[src/rtl/buffer_out.sv]
// buffer_out: packs fixed-width LZW codes LSB-first into a byte stream.
// Flushes zero-padded residual bits on close, then reports completion.
module buffer_out #(
   parameter int CODE_WIDTH = 12
) (
   input  logic                  clk,
   input  logic                  reset,
   input  logic [CODE_WIDTH-1:0] iCode,
   input  logic                  RequestOutBuffer,
   input  logic                  CloseBuffer,
   output logic                  oBusy,
   output logic [7:0]            oByte,
   output logic                  oByteValid,
   input  logic                  iByteReady,
   output logic                  oDone,
   output logic                  oOverrun
);

   localparam int ACC_WIDTH = CODE_WIDTH + 7;
   localparam int CW        = $clog2(ACC_WIDTH + 1);

   typedef enum logic [1:0] {
      RUN,
      FLUSH,
      DONE
   } state_t;

   state_t               state;
   logic [ACC_WIDTH-1:0] acc;
   logic [CW-1:0]        bitcnt;
   logic                 close_pend;

   logic                 out_free;
   logic                 consumed;
   logic                 have_byte;
   logic                 accept;
   logic                 emit;
   logic                 partial;
   logic                 last_gone;
   logic [ACC_WIDTH-1:0] code_ext;

   assign out_free  = !oByteValid || iByteReady;
   assign consumed  = oByteValid && iByteReady;
   assign have_byte = bitcnt >= CW'(8);
   assign oBusy     = have_byte || (state != RUN) || close_pend;
   assign accept    = (state == RUN) && RequestOutBuffer && !oBusy;
   assign emit      = have_byte && out_free;
   assign partial   = (state == FLUSH) && (bitcnt != '0)
                      && !have_byte && out_free;
   assign last_gone = (bitcnt == '0) && (!oByteValid || consumed);
   assign code_ext  = ACC_WIDTH'(iCode);

   // Accumulator, output byte register and RUN/FLUSH/DONE sequencing
   always_ff @(posedge clk) begin
      if (reset) begin
         state      <= RUN;
         acc        <= '0;
         bitcnt     <= '0;
         close_pend <= 1'b0;
         oByte      <= 8'h00;
         oByteValid <= 1'b0;
         oDone      <= 1'b0;
         oOverrun   <= 1'b0;
      end else begin
         if (consumed)
            oByteValid <= 1'b0;

         if (RequestOutBuffer && oBusy)
            oOverrun <= 1'b1;

         if (accept) begin
            acc    <= acc | (code_ext << bitcnt);
            bitcnt <= bitcnt + CW'(CODE_WIDTH);
         end else if (emit) begin
            oByte      <= acc[7:0];
            oByteValid <= 1'b1;
            acc        <= acc >> 8;
            bitcnt     <= bitcnt - CW'(8);
         end else if (partial) begin
            oByte      <= acc[7:0];
            oByteValid <= 1'b1;
            acc        <= '0;
            bitcnt     <= '0;
         end

         unique case (state)
            RUN: begin
               if (CloseBuffer)
                  close_pend <= 1'b1;
               if (close_pend && !have_byte)
                  state <= FLUSH;
            end
            FLUSH: begin
               if (last_gone) begin
                  state <= DONE;
                  oDone <= 1'b1;
               end
            end
            DONE: begin
               oDone <= 1'b1;
            end
            default: begin
               state <= RUN;
            end
         endcase
      end
   end

endmodule

[config.mk]
export PLATFORM = sky130hd
export DESIGN_NAME = buffer_out
export DESIGN_NICKNAME = d
export VERILOG_FILES = /design/src/rtl/buffer_out.sv
export SDC_FILE = /design/constraint.sdc
export NUM_CORES = 1
export LEC_CHECK = 0
export CAP_MARGIN = 0
export CORE_ASPECT_RATIO = 0.8
export CORE_MARGIN = 1
export CORE_UTILIZATION = 40
export CTS_BUF_LIST = sky130_fd_sc_hd__clkbuf_16
export DETAILED_ROUTE_END_ITERATION = 7
export GPL_TIMING_DRIVEN = 0
export PLACE_DENSITY = 0.72
export SETUP_SLACK_MARGIN = 0.05
export SLEW_MARGIN = 20
export SYNTH_ARGS = -nofsm -noshare
export SYNTH_HDL_FRONTEND = slang
export SYNTH_SLANG_ARGS = --single-unit
[constraint.sdc]
create_clock -name clk -period 2.2 [get_ports clk]
set_input_delay 0.44 -clock clk [delete_from_list [all_inputs] [get_ports clk]]
set_output_delay 0.44 -clock clk [all_outputs]
set_load 0.02 [all_outputs]
==> implementation parameters <==
Parameter                              Value

Die
  Die Height    62.43 um
  Core outline area    4283 um2
  Boundary pin count    29
  Horizontal extent of the die    77.53 um
  DIE AREA    4840 um2
  Effective utilization at floorplan    0.4262
  Number of rows in the core area    21

Route
  DRC violation count after routing    0
  Router iterations before antenna repair    4
  Wire length per cell after detailed routing    15.00 um
  Final Routed Wirelength    4619 um
  Vias after detailed routing    1734
  Number of vias per cell after detailed routing    5.630
  ANT nets after route    0
  Starting DRT DRC Count    87

Layout
  Finished Cell Area    2389 um2
  Fraction of final layout cells with drive strength greater than 1    0.1713
  Storage element area    725.7 um2
  Filler Cell Count    399
  Total area of multi-input combinational cells    985.9 um2
  Area added between synthesis and finish    30.84%
  Ant diodes    0
  Number of nets in the layout    271

Global route
  Pin count of the biggest net entering global routing    13
  Congestion Overflow GR    0
  Vias in the first global route    1539
  Number of antenna violations at the first check in global routing    0
  GR Util All Layers    0.2012
  First-pass GRT wire length    7514 um

Flow run
  Maximum capacitance violations    0

Placement
  Global placer's final weighted congestion    0.8999
  Port Buffer Count    27
  Worst Setup Slack post-DPL    -0.3893 ns
  Estimated wirelength of the detail-placed design    3176 um
  Placed instance area    2167 um2

Yosys
  Avg Cell Area, Syn    8.652 um2
  Cell variety after synth    42
  Share of flip-flops with an asynchronous set or reset after synthesis    0
  Cell count after synthesis    211
  Synthesized cell area    1826 um2
  Number of nets in the synthesized netlist    232
  Register area share after synthesis    0.3948
  Number of synthesized register bits    36
  Number of synthesized flops with an enable pin    0
  Number of warnings issued by yosys    0
  Post-synth top flop    sky130_fd_sc_hd__dfxtp_1

Clocking
  H-Tree Level Count    2
  Clock input transition at the sequential cells of the worst setup and hold paths    0.05 ns
  Number of buffers on the longest clock path    2
  CTS Root Buffer Type    sky130_fd_sc_hd__clkbuf_16
  CTS tree    done
  CTS Buf Count    5
  Count of hold buffers inserted by post-cts repair    0
  Number of clock sinks seen by CTS    36
  Clock insertion delay at the later pin of the skew report    0.28 ns

Timing
  Number of pins with negative max-slew slack in the final report    0
  Fin crit period    2.104 ns
  Final Skew    0.001872 ns
  Slew at the pin with the worst max-slew slack    0.5140 ns
  Worst rel slew slack    0.6565
  Slack of the critical path    0.09565 ns
  Endpoints failing hold    0
  Total setup violations reported at the end of the flow    0
  Achievable Freq    475.2 MHz
  Post-route clock period utilization    0.9565
  Setup repair after global routing missed its margin    yes

Worst setup path
  Ordered cell list for the critical path    buf_8, clkinvlp_4, buf_4, ha_1, nor2b_4, o311ai_4, a222oi_1, o221a_1
  Sort of element at the end of the critical path    register
  Maximum fanout count along the critical path    9
  Data arrival time at the worst-slack endpoint    2.27 ns
  Highest-delay cell along the critical path    sky130_fd_sc_hd__o311ai_4
  Highest cell delay on the worst timing path    0.45 ns
  Required time reported for the critical path endpoint    2.37 ns
  Dominant delay contributor by cell family on the critical path    compound AO/OA/AOI/OAI gates
  WS Path Type    register to register
  Critical Path Source Type    register
  Buffering stage count on the worst path with inverters included    3

Power
  Final Power    3327 uW
  PwrDens    1393 nW/um2
  Leakage power of the design    0.0008469 uW
  Worst IR drop on VDD    506.7 uV

Worst hold path
  Class of the tightest hold or removal check    register to register

Status
  Outcome    completed
==> path summary, 6_finish.rpt <==
check	start	endpoint	slack, ns	cells after the start
worst max-delay path	bitcnt[2]	bitcnt[4]	0.1	8
worst min-delay path	oDone	oDone	0.45	2
worst max register to register	bitcnt[2]	bitcnt[4]	0.1	8
worst min register to register	oDone	oDone	0.45	2
==> state kept, by name, indices dropped and copies added (netlist names) <==
| signal | flops |
|---|---|
| acc | 19 |
| bitcnt | 3 |
| close_pend | 1 |
| oByte | 8 |
| oByteValid | 1 |
| oDone | 1 |
| oOverrun | 1 |
| state | 2 |
==> cells in the mapped netlist (2+ instances only) <==
library cell                number  share of area
sky130_fd_sc_hd__a21oi_1        24          0.066
sky130_fd_sc_hd__a22o_1          4          0.019
sky130_fd_sc_hd__a31oi_1        10          0.034
sky130_fd_sc_hd__a32oi_1         4          0.019
sky130_fd_sc_hd__and2_1          2         0.0069
sky130_fd_sc_hd__buf_1           2         0.0041
sky130_fd_sc_hd__buf_2           7          0.019
sky130_fd_sc_hd__buf_6           3          0.019
sky130_fd_sc_hd__clkbuf_1        4         0.0082
sky130_fd_sc_hd__dfxtp_1        36           0.39
sky130_fd_sc_hd__ha_1            4          0.027
sky130_fd_sc_hd__inv_1           6          0.012
sky130_fd_sc_hd__mux2_2          4          0.025
sky130_fd_sc_hd__mux2i_1         4          0.022
sky130_fd_sc_hd__nand2_1        10          0.021
sky130_fd_sc_hd__nand2b_1        3          0.010
sky130_fd_sc_hd__nand3_1         9          0.025
sky130_fd_sc_hd__nand4_1         6          0.021
sky130_fd_sc_hd__nor2_1         18          0.037
sky130_fd_sc_hd__nor2b_1         4          0.014
sky130_fd_sc_hd__o21ai_0        11          0.030
sky130_fd_sc_hd__o21ai_1        12          0.033
sky130_fd_sc_hd__o2bb2ai_1       5          0.024
==> power by group <==
part           internal (uW)  leakage (uW)  switching, uW
logic                    733      0.000480           1020
registers                787      0.000294           89.4
clock network            417     0.0000736            278
total                   1940      0.000847           1390
==> worst register-to-register path: cells and delay by family, from the launching register on <==
kind,cells,cell delay [ns]
compound gates,3,0.87
fa+ha+maj,1,0.21
buf+inv,3,0.38
flops,1,0.39
simple gates,1,0.14
==> final cells by class <==
type,instances,area share
multi-input combinational,150,0.4128
sequential,36,0.3038
timing repair buffer,32,0.1268
buffer,18,0.05396
clock buffer,5,0.05238
tap,57,0.02986
inverter,7,0.01257
clock inverter,3,0.007858
==> per-layer routing <==
metal,vias to the layer above,track usage,share of wire
met5,-,0,0
met4,0,0.08491,0.017
met3,9,0.05839,0.077
met2,64,0.2854,0.42
met1,799,0.2818,0.48
li1,862,-,-
==> cells in the final DEF, fill, tap and decap left out, types with 4 or more instances in the layout <==
cell	count
sky130_fd_sc_hd__nor2b_1	4
sky130_fd_sc_hd__nor2_1	18
sky130_fd_sc_hd__clkdlybuf4s50_1	26
sky130_fd_sc_hd__inv_1	5
sky130_fd_sc_hd__a21oi_1	23
sky130_fd_sc_hd__o21ai_0	10
sky130_fd_sc_hd__o21ai_1	13
sky130_fd_sc_hd__dfxtp_1	34
sky130_fd_sc_hd__a22o_1	4
sky130_fd_sc_hd__buf_4	7
sky130_fd_sc_hd__ha_1	4
sky130_fd_sc_hd__o2bb2ai_1	5
sky130_fd_sc_hd__a32oi_1	4
sky130_fd_sc_hd__mux2i_1	4
sky130_fd_sc_hd__buf_2	5
sky130_fd_sc_hd__nand2_1	10
sky130_fd_sc_hd__a31oi_1	10
sky130_fd_sc_hd__mux2_2	4
sky130_fd_sc_hd__clkbuf_16	5
sky130_fd_sc_hd__nand3_1	9
sky130_fd_sc_hd__nand4_1	6
==> cells by family after synthesis <==
| group | Yosys count | share of synthesized area |
|---|---|---|
| buffers and inverters | 25 | 0.07127 |
| AND/OR/NAND/NOR | 58 | 0.1672 |
| AO/OA/AOI/OAI | 80 | 0.2927 |
| multiplexers | 8 | 0.04661 |
| flip-flops | 36 | 0.3948 |
| adder cells (fa/ha/maj) | 4 | 0.02742 |
==> metrics by stage <==
stage / hold WS (ns) / util / std cells / setup TNS, ns
after floorplan: 0.4366 / - / 211 / 0
after global placement: 0.4329 / 0.5060 / 295 / -3.379
after detailed placement: 0.4495 / 0.5060 / 295 / -3.602
after CTS: 0.4580 / 0.5475 / 304 / 0
after global routing: 0.4775 / 0.5577 / 308 / 0
final: 0.4526 / 0.5577 / 308 / 0
==> what timing repair did <==
item,in CTS,in global routing
gates resized for setup,15,4
endpoints found under the setup margin,31,15
setup buffers,1,4
endpoints found under the hold margin,0,0
pin swaps,0,0
Power figures use the tool's default switching activity.
